### src/rtl/bcd_disp_pkg.sv
// Shared types and seven-segment patterns for the BCD display multiplexer.
// All patterns are active-high, bit order g..a (bit 6 = g, bit 0 = a).
package bcd_disp_pkg;

  typedef logic [3:0] bcd_digit_t;
  typedef logic [6:0] seg7_t;

  localparam seg7_t SEG_0    = 7'b0111111;
  localparam seg7_t SEG_1    = 7'b0000110;
  localparam seg7_t SEG_2    = 7'b1011011;
  localparam seg7_t SEG_3    = 7'b1001111;
  localparam seg7_t SEG_4    = 7'b1100110;
  localparam seg7_t SEG_5    = 7'b1101101;
  localparam seg7_t SEG_6    = 7'b1111101;
  localparam seg7_t SEG_7    = 7'b0000111;
  localparam seg7_t SEG_8    = 7'b1111111;
  localparam seg7_t SEG_9    = 7'b1101111;
  localparam seg7_t SEG_DASH = 7'b1000000;
  localparam seg7_t SEG_OFF  = 7'b0000000;

  // Active-high one-hot digit enable: an[0] = units, an[1] = tens.
  function automatic logic [1:0] an_onehot(input logic sel);
    return sel ? 2'b10 : 2'b01;
  endfunction

endpackage

### src/rtl/bcd_display_mux_if.sv
// Digit-load and display-pin bundle for bcd_display_mux.
// master: the BCD producer / observer side; slave: the display multiplexer.
interface bcd_display_mux_if;
  import bcd_disp_pkg::*;

  logic       load;
  bcd_digit_t tens;
  bcd_digit_t units;
  seg7_t      seg;
  logic [1:0] an;
  logic       frame;

  modport master (
    output load,
    output tens,
    output units,
    input  seg,
    input  an,
    input  frame
  );

  modport slave (
    input  load,
    input  tens,
    input  units,
    output seg,
    output an,
    output frame
  );

endinterface

### src/rtl/bcd_to_seg7.sv
// Combinational BCD to seven-segment decoder, active-high g..a.
// Codes 10..15 are not valid BCD and show a dash.
module bcd_to_seg7
  import bcd_disp_pkg::*;
(
  input  bcd_digit_t i_digit,
  output seg7_t      o_seg
);

  // Digit pattern lookup with dash for invalid codes.
  always_comb begin
    o_seg = SEG_DASH;
    case (i_digit)
      4'd0:    o_seg = SEG_0;
      4'd1:    o_seg = SEG_1;
      4'd2:    o_seg = SEG_2;
      4'd3:    o_seg = SEG_3;
      4'd4:    o_seg = SEG_4;
      4'd5:    o_seg = SEG_5;
      4'd6:    o_seg = SEG_6;
      4'd7:    o_seg = SEG_7;
      4'd8:    o_seg = SEG_8;
      4'd9:    o_seg = SEG_9;
      default: o_seg = SEG_DASH;
    endcase
  end

endmodule

### src/rtl/bcd_display_mux.sv
// Two-digit time-multiplexed seven-segment driver.
// A loaded digit pair is held pending and only copied to the displayed shadow
// registers at a frame boundary (end of the tens phase), so a frame never mixes
// old and new digits.
// Optional build macro BCD_DISPLAY_LEADING_ZERO_BLANK_EN blanks a zero tens digit.
module bcd_display_mux
  import bcd_disp_pkg::*;
#(
  parameter int unsigned CLK_DIV        = 50000,
  parameter bit          SEG_ACTIVE_LOW = 1'b1
) (
  input logic                clk,
  input logic                rst_n,
  bcd_display_mux_if.slave   bus
);

  localparam int unsigned     DivW   = (CLK_DIV > 2) ? $clog2(CLK_DIV) : 1;
  localparam logic [DivW-1:0] DivMax = DivW'(CLK_DIV - 1);
  // XOR masks that turn active-high patterns into pin levels.
  localparam seg7_t           SegPol = SEG_ACTIVE_LOW ? 7'h7F : 7'h00;
  localparam logic [1:0]      AnPol  = SEG_ACTIVE_LOW ? 2'b11 : 2'b00;

  logic [DivW-1:0] r_div;
  logic            r_sel;
  bcd_digit_t      r_pend_tens;
  bcd_digit_t      r_pend_units;
  logic            r_pend_valid;
  bcd_digit_t      r_sh_tens;
  bcd_digit_t      r_sh_units;
  seg7_t           r_seg;
  logic [1:0]      r_an;
  logic            r_frame;

  logic            w_tick;
  logic            w_boundary;
  bcd_digit_t      w_digit;
  seg7_t           w_seg_dec;
  seg7_t           w_seg_hi;

  assign w_tick     = (r_div == DivMax);
  // Boundary is the tens-to-units transition.
  assign w_boundary = w_tick & r_sel;
  assign w_digit    = r_sel ? r_sh_tens : r_sh_units;

  bcd_to_seg7 u_dec (
    .i_digit (w_digit),
    .o_seg   (w_seg_dec)
  );

  // Blank or pass the decoded pattern for the selected digit.
  always_comb begin
    w_seg_hi = w_seg_dec;
`ifdef BCD_DISPLAY_LEADING_ZERO_BLANK_EN
    if (r_sel && (r_sh_tens == 4'd0)) begin
      w_seg_hi = SEG_OFF;
    end
`else
    w_seg_hi = w_seg_dec;
`endif
  end

  // Refresh divider and digit select.
  always_ff @(posedge clk) begin
    if (!rst_n) begin
      r_div <= '0;
      r_sel <= 1'b0;
    end else if (w_tick) begin
      r_div <= '0;
      r_sel <= ~r_sel;
    end else begin
      r_div <= r_div + DivW'(1);
    end
  end

  // Pending capture and boundary-aligned shadow update.
  always_ff @(posedge clk) begin
    if (!rst_n) begin
      r_pend_tens  <= '0;
      r_pend_units <= '0;
      r_pend_valid <= 1'b0;
      r_sh_tens    <= '0;
      r_sh_units   <= '0;
    end else if (w_boundary) begin
      // A load on the boundary bypasses pending and goes straight to the shadow.
      if (bus.load) begin
        r_pend_tens  <= bus.tens;
        r_pend_units <= bus.units;
        r_sh_tens    <= bus.tens;
        r_sh_units   <= bus.units;
      end else if (r_pend_valid) begin
        r_sh_tens    <= r_pend_tens;
        r_sh_units   <= r_pend_units;
      end
      r_pend_valid <= 1'b0;
    end else if (bus.load) begin
      r_pend_tens  <= bus.tens;
      r_pend_units <= bus.units;
      r_pend_valid <= 1'b1;
    end
  end

  // Registered pin stage with polarity applied last.
  always_ff @(posedge clk) begin
    if (!rst_n) begin
      r_seg   <= SegPol ^ SEG_OFF;
      r_an    <= AnPol;
      r_frame <= 1'b0;
    end else begin
      r_seg   <= SegPol ^ w_seg_hi;
      r_an    <= AnPol ^ an_onehot(r_sel);
      r_frame <= w_boundary;
    end
  end

  assign bus.seg   = r_seg;
  assign bus.an    = r_an;
  assign bus.frame = r_frame;

endmodule

### src/flat_wrapper.sv
// flat-port wrapper written by rule: the top's interface ports become plain ports
module bcd_display_mux_flat import bcd_disp_pkg::*;
#(
  parameter int unsigned CLK_DIV        = 50000,
  parameter bit          SEG_ACTIVE_LOW = 1'b1
)
  (clk, rst_n, bus_load, bus_tens, bus_units, bus_seg, bus_an, bus_frame);
  bcd_display_mux_if bus_i ();
  input logic clk;
  input logic rst_n;
  input wire logic [$bits(bus_i.load)-1:0] bus_load;
  input wire logic [$bits(bus_i.tens)-1:0] bus_tens;
  input wire logic [$bits(bus_i.units)-1:0] bus_units;
  output wire logic [$bits(bus_i.seg)-1:0] bus_seg;
  output wire logic [$bits(bus_i.an)-1:0] bus_an;
  output wire logic [$bits(bus_i.frame)-1:0] bus_frame;
  assign bus_i.load = bus_load;
  assign bus_i.tens = bus_tens;
  assign bus_i.units = bus_units;
  assign bus_seg = bus_i.seg;
  assign bus_an = bus_i.an;
  assign bus_frame = bus_i.frame;
  bcd_display_mux #(.CLK_DIV(CLK_DIV), .SEG_ACTIVE_LOW(SEG_ACTIVE_LOW)) u_core (.clk(clk), .rst_n(rst_n), .bus(bus_i));
endmodule
### config.mk
export PLATFORM = sky130hd
export DESIGN_NAME = bcd_display_mux_flat
export DESIGN_NICKNAME = d
export VERILOG_FILES = /design/src/rtl/bcd_disp_pkg.sv /design/src/rtl/bcd_display_mux_if.sv /design/src/rtl/bcd_to_seg7.sv /design/src/rtl/bcd_display_mux.sv /design/src/flat_wrapper.sv
export SDC_FILE = /design/constraint.sdc
export NUM_CORES = 1
export LEC_CHECK = 0
export CORE_UTILIZATION = 29
export DETAILED_ROUTE_END_ITERATION = 10
export GPL_TIMING_DRIVEN = 0
export PLACE_DENSITY = 0.53
export SLEW_MARGIN = 10
export SYNTH_ARGS = -nofsm -noshare
export SYNTH_HDL_FRONTEND = slang
export SYNTH_SLANG_ARGS = --single-unit
### constraint.sdc
create_clock -name clk -period 6.95 [get_ports clk]
set_clock_uncertainty 0.05 [all_clocks]
set_input_delay 0.695 -clock clk [delete_from_list [all_inputs] [get_ports clk]]
set_output_delay 0.695 -clock clk [all_outputs]
set_load 0.02 [all_outputs]
== Word level (Yosys, flattened, before mapping) ==
Memory sizes are Yosys's and may differ from the RTL's.
Index checks and enable logic that the tools add are counted.
Word-level totals
  output and inout port bits: 10
  memory bits (read-only): 112
  flip-flop bits (word level): 44
  input bits: 11
  logic and storage cells: 28
  memories kept: 1
Cells by class
  eq/ne operators: 1
  bitwise logic cells: 5
  add/subtract/negate cells: 1
  reduce and logical (&&, ||, !) cells: 4
  multiplexer cells: 6
Memory list
  (name not given): depth 16, width 7, read ports 1, clocked after memory_dff 0, write ports 0, line bcd_to_seg7.sv:13  | case (i_digit)
Operator list (number)
  4-bit 2-to-1 mux: 5
  16-bit by 1-bit adder with 16-bit output, second input constant: 1
  16-bit == test, second input constant: 1
  7-bit inverter: 1
  2-bit OR reduction: 2
  2-bit 2-to-1 mux: 1
  1-bit inverter: 2
  2-bit inverter: 1
  2-bit AND reduction: 1
  2-bit nonzero test: 1
  1-bit bitwise AND: 1

== Depth between registers and ports, before layout ==
Gate-level depths: netlist of the first run.
  word-level depth: 3
  gate-level depth with buffers: 7

== Modules after synthesis ==
Synthesis of the first run repeated with hierarchy kept, for this count alone.
Second synthesis, totals
  cells, all modules: 194
  area total of the unflattened synthesis: 1931.9 um2
Modules (own cells, without submodules)
  bcd_display_mux: sequential area each 880.8 um2, cells each 165, times used 1, area an instance 1706.6 um2
  bcd_to_seg7: sequential area each 0.0 um2, cells each 29, times used 1, area an instance 225.2 um2

== Least setup slack after synthesis of the first run ==
Ideal clock, no wire load.
  kind: reg2reg
  from: register u_core.r_div[4]
  to: register u_core.r_sh_tens[0]
  slack: 4.616 ns
  data arrival time: 2.163 ns
  stages on the path, launching flop included: 6
  cells stage by stage: dfxtp_1 -> or4b_1 -> or4_1 -> buf_2 -> nor3b_4 -> mux2_2
On the way
  word-level cells in the longest chain between the ends: 3
RTL lines
  start, declared: line bcd_display_mux.sv:23  | logic [DivW-1:0] r_div;
  start signal, assigned: line bcd_display_mux.sv:71  | r_div <= r_div + DivW'(1);
  16-bit == test: line bcd_display_mux.sv:40  | assign w_tick = (r_div == DivMax);
  1-bit bitwise AND: line bcd_display_mux.sv:42  | assign w_boundary = w_tick & r_sel;
  2-bit AND reduction (no source line)
  end signal, assigned: line bcd_display_mux.sv:88  | r_sh_tens <= bus.tens;
  end signal, assigned: line bcd_display_mux.sv:91  | r_sh_tens <= r_pend_tens;
  end, declared: line bcd_display_mux.sv:28  | bcd_digit_t r_sh_tens;
Every way passes these cells.
A chain may end at the register's enable or synchronous reset.

== Worst setup path in the final report of the first run ==
  from: register u_core.r_div[0]
  to: register u_core.r_sh_tens[1]
The elaborated chain is that of the path after synthesis.

==> flow_summary.json, run 1 <==
{
  "outcome": "complete, no violations",
  "critical_path_class": "register to register",
  "cts_root_buf": "clkbuf_8",
  "antenna_cells": 0,
  "wl_mm": 3.37,
  "synthDistinctLibCells": 28,
  "cp-startpoint": "u_core.r_div[0]",
  "cts_max_level": 2,
  "tightest_slew_ns": 0.611,
  "post-route-min-period_ns": 2.58,
  "regArea_um2": 881,
  "routedWlPerCell_um": 11.6,
  "post_cts_resized": 0,
  "pwr_density_cell_nw_per_um2": 217,
  "synth.top_cell.area_share_pct": 47.5,
  "power.leakage_uw": 0.000834,
  "yosys.area.top_type": "dfxtp_1",
  "grt_use_total_pct": 12.0,
  "fmax_ghz": 0.388,
  "drtPass1Iterations": 4,
  "yosysWarnings": 0,
  "drtAntennaViolNets": 0,
  "syn_nets": 206,
  "grt_setup_unrepaired": "false",
  "critPathArrivalTime_ns": 2.72,
  "cts-hold-fix-buffers": 0,
  "multiInputGateArea_um2": 928,
  "slew_violations": 0,
  "io_buffers": 19,
  "critPathLaunchType": "register",
  "critPathCaptureType": "register",
  "min_from": "u_core.r_div[0]",
  "hpwl_mm": 2.41,
  "initial_core_util_pct": 30.6,
  "worst_ep_required_time_ns": 7.10,
  "antenna_found_initial": 0,
  "hold_viol": 0,
  "ys.flop_type": "dfxtp_1",
  "post_cts_buffers": 0,
  "timing.hold.worst.class": "register to register",
  "drv_cap": 0,
  "vias_per_cell": 4.60,
  "area_growth_pct": 21.6,
  "clock_path_buffers": 2,
  "clk_pin_slew_worst_paths_ns": 0.09,
  "dieArea_um2": 6720,
  "synth_edf_count": 0,
  "cts_tree": "built",
  "place.gp.congestion": 0.812,
  "finalCritPeriodShare_pct": 37.1,
  "synth_seq_area_share_pct": 47.5,
  "reg2reg_depth": 6,
  "grt_start_max_net_pins": 16,
  "cts_buffers": 5,
  "drive_above_1_share_pct": 9.72,
  "layout_common_cells": "dfxtp_1, nor2_1, clkdlybuf4s50_1",
  "ir_drop_mv": 0.116,
  "vias": 1339,
  "die_h_um": 82.0,
  "synth_area_leaders": "dfxtp_1, mux2i_1, xnor2_1",
  "synth_area_um2": 1860,
  "fin_util_pct": 37.2,
  "overflow": 0,
  "pin_count": 21,
  "die_w_um": 82.0,
  "nNetsFinal": 232,
  "syn-mean-instance-area_um2": 9.82,
  "drt-initial-drc-count": 55,
  "setup_viol": 0,
  "syn_inst": 189,
  "final_common_cell": "dfxtp_1",
  "fillers": 641,
  "tns_ns": 0,
  "drc_errors": 0,
  "worstReg2RegStart": "u_core.r_div[0]",
  "insertion_delay_ns": 0.31,
  "synthArstFlopShare_pct": 0,
  "grt_pass1_vias": 1293,
  "grt_pass1_wl_mm": 6.00,
  "num_rows": 28,
  "ys_ff_latch": 44,
  "core-area_um2": 6060,
  "p_total_uw": 490,
  "relSlewSlack_pct": 59.3,
  "whs_path_depth": 1,
  "path_max_fanout": 8,
  "clock_sinks": 44
}
-- Yosys cell counts, drive strengths merged, types with 4 or more instances --
cell     n
a21oi    7
and2     9
clkbuf   6
dfxtp   44
ha       6
inv      5
mux2    10
mux2i   12
nand2    7
nand3    6
nand4    5
nor2    21
nor2b    8
nor4     4
o21ai    7
xnor2   13
-- per-stage QoR --
step | worst slack (ns) | hold slack, ns | instance area, um2 | instances
final | 4.37 | 0.420 | 2260 | 291
after global routing | 4.22 | 0.461 | 2260 | 291
after CTS | 4.36 | 0.425 | 2260 | 291
after detailed placement | 4.35 | 0.406 | 2140 | 283
after global placement | 4.35 | 0.399 | 2140 | 283
after floorplan | 4.62 | 0.380 | 1860 | 189
-- logic make-up (layout without fill, tap and decap cells) --
family / count (synthesis) / after routing / synth area share [%]
buf+inv: 12 / 39 / 2.49
simple gates: 75 / 75 / 22.3
flops: 44 / 44 / 47.5
mux: 22 / 22 / 12.5
xor+xnor: 14 / 14 / 6.61
fa+ha+maj: 6 / 6 / 4.05
compound gates: 16 / 16 / 4.59
-- power breakdown --
group	total [uW]	switching (uW)	internal, uW
Combinational	26.5	12.7	13.8
Sequential	261	2.50	259
Clock	202	94.2	108
-- registers in the layout (all words and copies together), names as in the netlist --
name,flops
u_core.bus.an,2
u_core.bus.frame,1
u_core.bus.seg,7
u_core.r_div,16
u_core.r_pend_tens,4
u_core.r_pend_units,4
u_core.r_pend_valid,1
u_core.r_sel,1
u_core.r_sh_tens,4
u_core.r_sh_units,4
-- final timing paths --
path	to	slack, ns
min	u_core.r_div[0]	0.42
max	u_core.r_sh_tens[1]	4.37
min reg2reg	u_core.r_div[0]	0.42
max reg2reg	u_core.r_sh_tens[1]	4.37
-- layer usage --
| metal | global-route usage, % | up-vias | wire length [um] |
|---|---|---|---|
| met5 | 0 | - | 0 |
| met4 | 6.32 | 0 | 68 |
| met3 | 3.11 | 9 | 107 |
| met2 | 18.8 | 14 | 1560 |
| met1 | 14.9 | 619 | 1640 |
| li1 | - | 697 | - |
-- layout make-up --
type / count / share of cell area [%]
flip-flops and latches: 44 / 39.0
repair buffers: 19 / 8.43
plain buffers: 7 / 1.22
multi-input cells: 133 / 41.2
inverters: 5 / 0.832
well taps: 75 / 4.16
clock buffers: 5 / 3.05
clock inverters: 3 / 2.11
-- critical path, cell delays in order, from the launching register on --
cell     delay [ns]
dfxtp_1        0.38
ha_1           0.21
nand3_1        0.25
or4_1          0.61
buf_2          0.18
nor3b_4        0.42
mux2_2         0.38
Power figures use the tool's default switching activity.
==> run 2: changes to the inputs <==
==> constraint.sdc (replaced) <==
create_clock -name clk -period 2.4 [get_ports clk]
set_clock_uncertainty 0.05 [all_clocks]
set_input_delay 0.24 -clock clk [delete_from_list [all_inputs] [get_ports clk]]
set_output_delay 0.24 -clock clk [all_outputs]
set_load 0.02 [all_outputs]
==> run 2 against run 1 <==
  * Worst setup slack got worse by 4.3 ns
  * Sequential cell count unchanged
  * Final area rose by 2.2%
  * Critical path depth shrank 1
  * Wire length rose by 2.3%
  * Largest cell class unchanged
  * Critical endpoint is now u_core.r_sh_units[3]
  * Combinational power rose to 2.9 times the previous value
  * Critical path type unchanged
  * Die area unchanged
  * Count of clock-buffer cells in the layout unchanged
==> flow_summary.json, run 2 (synthesized netlist as in run 1, its figures left out) <==
{
  "hold_viol": 0,
  "drtAntennaViolNets": 0,
  "io_buffers": 19,
  "wl_mm": 3.45,
  "vias_per_cell": 4.63,
  "post-route-min-period_ns": 2.33,
  "power.leakage_uw": 0.000859,
  "timing.hold.worst.class": "register to register",
  "drtPass1Iterations": 4,
  "busiest_layer": "met2",
  "nNetsFinal": 234,
  "critical_path_class": "register to register",
  "routedWlPerCell_um": 11.8,
  "core-area_um2": 6060,
  "use_met3_pct": 3.11,
  "fin_ws_ns": 0.0735,
  "clk_pin_slew_worst_paths_ns": 0.09,
  "vias": 1357,
  "dieArea_um2": 6720,
  "cts_buffers": 5,
  "place.gp.congestion": 0.812,
  "drive_above_1_share_pct": 12.8,
  "insertion_delay_ns": 0.30,
  "num_rows": 28,
  "largest_reg_flops": 16,
  "finalCritPeriodShare_pct": 96.9,
  "antenna_found_initial": 0,
  "pin_count": 21,
  "layout_common_cells": "dfxtp_1, nor2_1, clkdlybuf4s50_1",
  "tns_ns": 0,
  "cts-hold-fix-buffers": 0,
  "critPathCaptureType": "register",
  "pwr_density_cell_nw_per_um2": 615,
  "drv_cap": 0,
  "antenna_cells": 0,
  "cts_root_buf": "clkbuf_8",
  "grt_use_met1_pct": 15.0,
  "critPathArrivalTime_ns": 2.48,
  "relSlewSlack_pct": 59.2,
  "dpl_cell_area_um2": 2140,
  "cts_tree": "built",
  "hpwl_mm": 2.41,
  "slew_violations": 0,
  "ir_drop_mv": 0.332,
  "final_common_cell": "dfxtp_1",
  "setup_viol": 0,
  "fin_util_pct": 38.0,
  "clock_path_buffers": 2,
  "final_area_um2": 2310,
  "grt_pass1_wl_mm": 6.05,
  "critPathLaunchType": "register",
  "fmax_ghz": 0.430,
  "drt-initial-drc-count": 50,
  "path_max_fanout": 5,
  "clock_sinks": 44,
  "overflow": 0,
  "die_h_um": 82.0,
  "tightest_slew_ns": 0.612,
  "die_w_um": 82.0,
  "fin_hold_ws_ns": 0.421,
  "gr-usage-met2_pct": 19.3,
  "regMostFlops": "u_core.r_div",
  "grt_start_max_net_pins": 16,
  "drc_errors": 0,
  "worst_ep_required_time_ns": 2.55,
  "grt_use_total_pct": 12.1,
  "area_growth_pct": 24.3,
  "grt_setup_unrepaired": "false",
  "outcome": "complete, no violations",
  "initial_core_util_pct": 30.6,
  "post-place-ws_ns": -0.198,
  "grt_pass1_vias": 1302,
  "cts_max_level": 2
}
[run 2: repair_timing]
action | CTS | global route
endpoints found under the setup margin | 18 | 11
buffers inserted | 2 | 1
gates resized for setup | 7 | 4
cloned | 0 | 0
pin swaps | 1 | 1
[run 2: through the flow]
| step | std cells | total power (uW) |
|---|---|---|
| floorplan | 189 | 814 |
| global placement | 283 | 852 |
| detailed placement | 283 | 853 |
| CTS | 293 | 1440 |
| global route | 293 | 1490 |
| finish | 293 | 1420 |
[run 2: power by group]
part | leakage (uW) | internal, uW | total [uW] | switching (uW)
clock | 0.0000583 | 314 | 584 | 270
combinational | 0.000440 | 40.3 | 78.1 | 37.8
sequential | 0.000361 | 748 | 756 | 7.83
total | 0.000859 | 1100 | 1420 | 316
[run 2: final cells by class]
class / count / area, um2
inverters: 5 / 18.8
fillers: 641 / 3750
clock inverters: 3 / 47.5
well taps: 75 / 93.8
plain buffers: 6 / 23.8
repair buffers: 22 / 220
clock buffers: 5 / 68.8
multi-input cells: 133 / 948
flip-flops and latches: 44 / 885
[run 2: layer usage]
layer,wire length (um),vias up
met5,0,-
met4,73,0
met3,103,8
met2,1630,15
met1,1650,631
li1,-,703
[run 2: path summary, 6_finish.rpt]
check | startpoint | endpoint | slack, ns | cells after the start
worst max-delay path | u_core.r_div[4] | u_core.r_sh_units[3] | 0.07 | 5
worst min-delay path | u_core.r_div[0] | u_core.r_div[0] | 0.42 | 1
worst max register to register | u_core.r_div[4] | u_core.r_sh_units[3] | 0.07 | 5
worst min register to register | u_core.r_div[0] | u_core.r_div[0] | 0.42 | 1
[run 2: worst max-delay path: stages (launching register included)]
cell	delay, ns
dfxtp_4	0.36
or4b_4	0.52
or4_4	0.58
nor3b_4	0.24
buf_6	0.15
mux2_2	0.32
==> RTL change (settings of run 2) <==
`SEG_ACTIVE_LOW` is set to 1'b1 in 2 places; all go to 1'b0.
--- a/src/rtl/bcd_display_mux.sv
+++ b/src/rtl/bcd_display_mux.sv
@@ -7,7 +7,7 @@
   import bcd_disp_pkg::*;
 #(
   parameter int unsigned CLK_DIV        = 50000,
-  parameter bit          SEG_ACTIVE_LOW = 1'b1
+  parameter bit          SEG_ACTIVE_LOW = 1'b0
 ) (
   input logic                clk,
   input logic                rst_n,
--- a/src/flat_wrapper.sv
+++ b/src/flat_wrapper.sv
@@ -2,7 +2,7 @@
 module bcd_display_mux_flat import bcd_disp_pkg::*;
 #(
   parameter int unsigned CLK_DIV        = 50000,
-  parameter bit          SEG_ACTIVE_LOW = 1'b1
+  parameter bit          SEG_ACTIVE_LOW = 1'b0
 )
   (clk, rst_n, bus_load, bus_tens, bus_units, bus_seg, bus_an, bus_frame);
   bcd_display_mux_if bus_i ();
Behaviour: not the same (a bounded check fails within 4 cycles, from zero or initial values and one cycle with rst_n low).
==> RTL change against run 2 <==
Fmax is 18% higher. Cell area fell by 0.92%. Synthesized area grew 3.8%. Sequential cell count unchanged. Wire length increased by 0.46%. Die area up 3.7%. Highest routed layer unchanged. Setup slack improved by 0.36 ns. Total power is 9.3% lower.
==> RTL change: results (changes against run 2) <==
Layout
  – Layout Nets: 232 (-0.85%)
  – Layout cells sized above 1: 15.4% (+2.6 points)
  – N_diodes: 0 (unchanged)
  – Fillers: 670 (+4.5%)
  – Max FFs per register: 16 (unchanged)
  – Largest reg by FF count: u_core.r_div

Route
  – DRT iter0 DRCs: 36 (-28%)
  – Routed WL per cell: 11.9 µm (+1.2%)
  – Via density: 4.57 (-1.2%)
  – DR pass1 iterations: 4 (unchanged)

Logic synthesis
  – Syn_nets: 207 (+0.49%)
  – Synth area leaders: dfxtp_1 (46%), mux2_2 (6.4%), mux2i_1 (5.7%)
  – Yosys synthesis warning count: 0 (unchanged)
  – Register area share after synthesis: 45.7% (-1.8 points)
  – Asr flop ratio synth: 0% (unchanged)
  – Most instantiated cells after synthesis: dfxtp_1 (44), nor2_1 (19), and2_1 (12)
  – Main synth FF type: dfxtp_1
  – Unique masters post-synth: 29 (+3.6%)

Hold path
  – Min-delay worst type: input port to flip-flop
  – Min-Delay Startpoint: rst_n
  – WHS Endpoint: u_core.r_pend_units[1]
  – Worst hold path depth: 2 (+1)

Critical path
  – Worst reg2reg setup slack: 0.43 ns (+0.36 ns)
  – Depth of the worst register-to-register path: 7 (+2)
  – CP Launch Point: u_core.r_sel
  – Crit. End Element: flip-flop
  – R2R Path End: u_core.bus.seg[5]
  – Crit Path Max Fanout: 10 (+5)
  – Worst Path Arrival: 2.12 ns (-0.36 ns)

Pwr
  – Clock group: 0.000452 W (-23%)
  – Int Pwr: 0.000988 W (-10%)
  – Clock share of power: 35.1% (-6.1 points)
  – Leakage: 0.879 nW (+2.4%)
  – Power Sequential: 0.000758 W (about the same)
  – Peak VDD IR: 0.215 mV (-35%)

Place
  – IO buf count: 18 (-1)
  – Gpl congestion: 0.781 (-3.8%)
  – DP Wirelength: 2510 µm (+4.2%)
  – Area after DPL: 0.00220 mm² (+3.0%)

Clocking
  – Clk slew on worst S/H paths: around 0.080 ns
  – CTS HTree Levels: 2 (unchanged)
  – Clock root cell: clkbuf_8
  – Setup bufs post-CTS: 0 (-2)
  – Maximum clock path buffer count: 2 (unchanged)
  – TritonCTS Buffers: 5 (unchanged)
  – Clock latency on the worst-skew pair: 0.30 ns (about the same)
  – Post_cts resized: 0 (-7)

Global route
  – Vias in the first global route: 1,351 (+3.8%)
  – GRT Overall Usage: 11.4% (-0.72 points)
  – Initial antenna violation count: 0 (unchanged)
  – Pin count of the biggest net entering global routing: 14 (-2)
  – First-pass GRT wire length: 6310 µm (+4.2%)

STA
  – Slew at the pin closest to its max-slew limit: 0.464 ns (-0.148 ns)

Run
  – Max Cap Viol: 0 (unchanged)

Status
  – Status: complete, no violations
-- RTL change: changes by cell type after synthesis, sizes merged, moves of 3 or more --
| cell | run 2 | this run |
|---|---|---|
| nand2b | 3 | 0 |
| o21ai | 7 | 3 |
| and2 | 9 | 12 |
| xnor2 | 13 | 9 |
| a21oi | 7 | 3 |
| clkbuf | 6 | 3 |
| nor3 | 3 | 0 |
| buf | 1 | 4 |
| a21boi | 0 | 4 |
| xor2 | 1 | 6 |
-- RTL change: area by class of cell --
type / instances / share of cell area (%)
Buffer: 7 / 1.37
Multi-Input combinational cell: 134 / 43.8
Inverter: 4 / 0.657
Sequential cell: 44 / 38.6
Timing Repair Buffer: 18 / 7.89
Tap cell: 77 / 4.22
Clock buffer: 5 / 3.01
Clock inverter: 2 / 0.548
-- RTL change: through the flow --
stage	setup slack, ns	cells	hold slack (ns)	utilization (%)
global placement	0.452	284	0.412	34.5
finish	0.433	291	0.292	35.8
floorplan	0.692	189	0.387	-
CTS	0.402	291	0.291	35.8
global route	0.211	291	0.321	35.8
detailed placement	0.420	284	0.416	34.5
-- RTL change: cells by family after synthesis --
group                    Yosys count  synth area share, %
AND/OR/NAND/NOR                   77                 23.9
XOR/XNOR                          15                 6.82
flip-flops                        44                 45.7
multiplexers                      22                 12.1
buffers and inverters             11                 2.40
AO/OA/AOI/OAI                     13                 4.48
adder cells (fa/ha/maj)            7                 4.55
-- RTL change: routing by layer --
metal,GRT usage (%),vias up,wire length (µm)
li1,-,694,-
met1,14.6,617,1730
met2,17.7,15,1560
met3,2.77,5,108
met4,6.01,0,62
met5,0,-,0
-- RTL change: critical path, cell delays in order (launching register included) --
cell and delay [ns]:
dfxtp_1 0.34, buf_2 0.23, mux2i_1 0.47, inv_1 0.13, ha_1 0.25, nor2_1 0.11, o21ai_0 0.08, a21boi_0 0.24
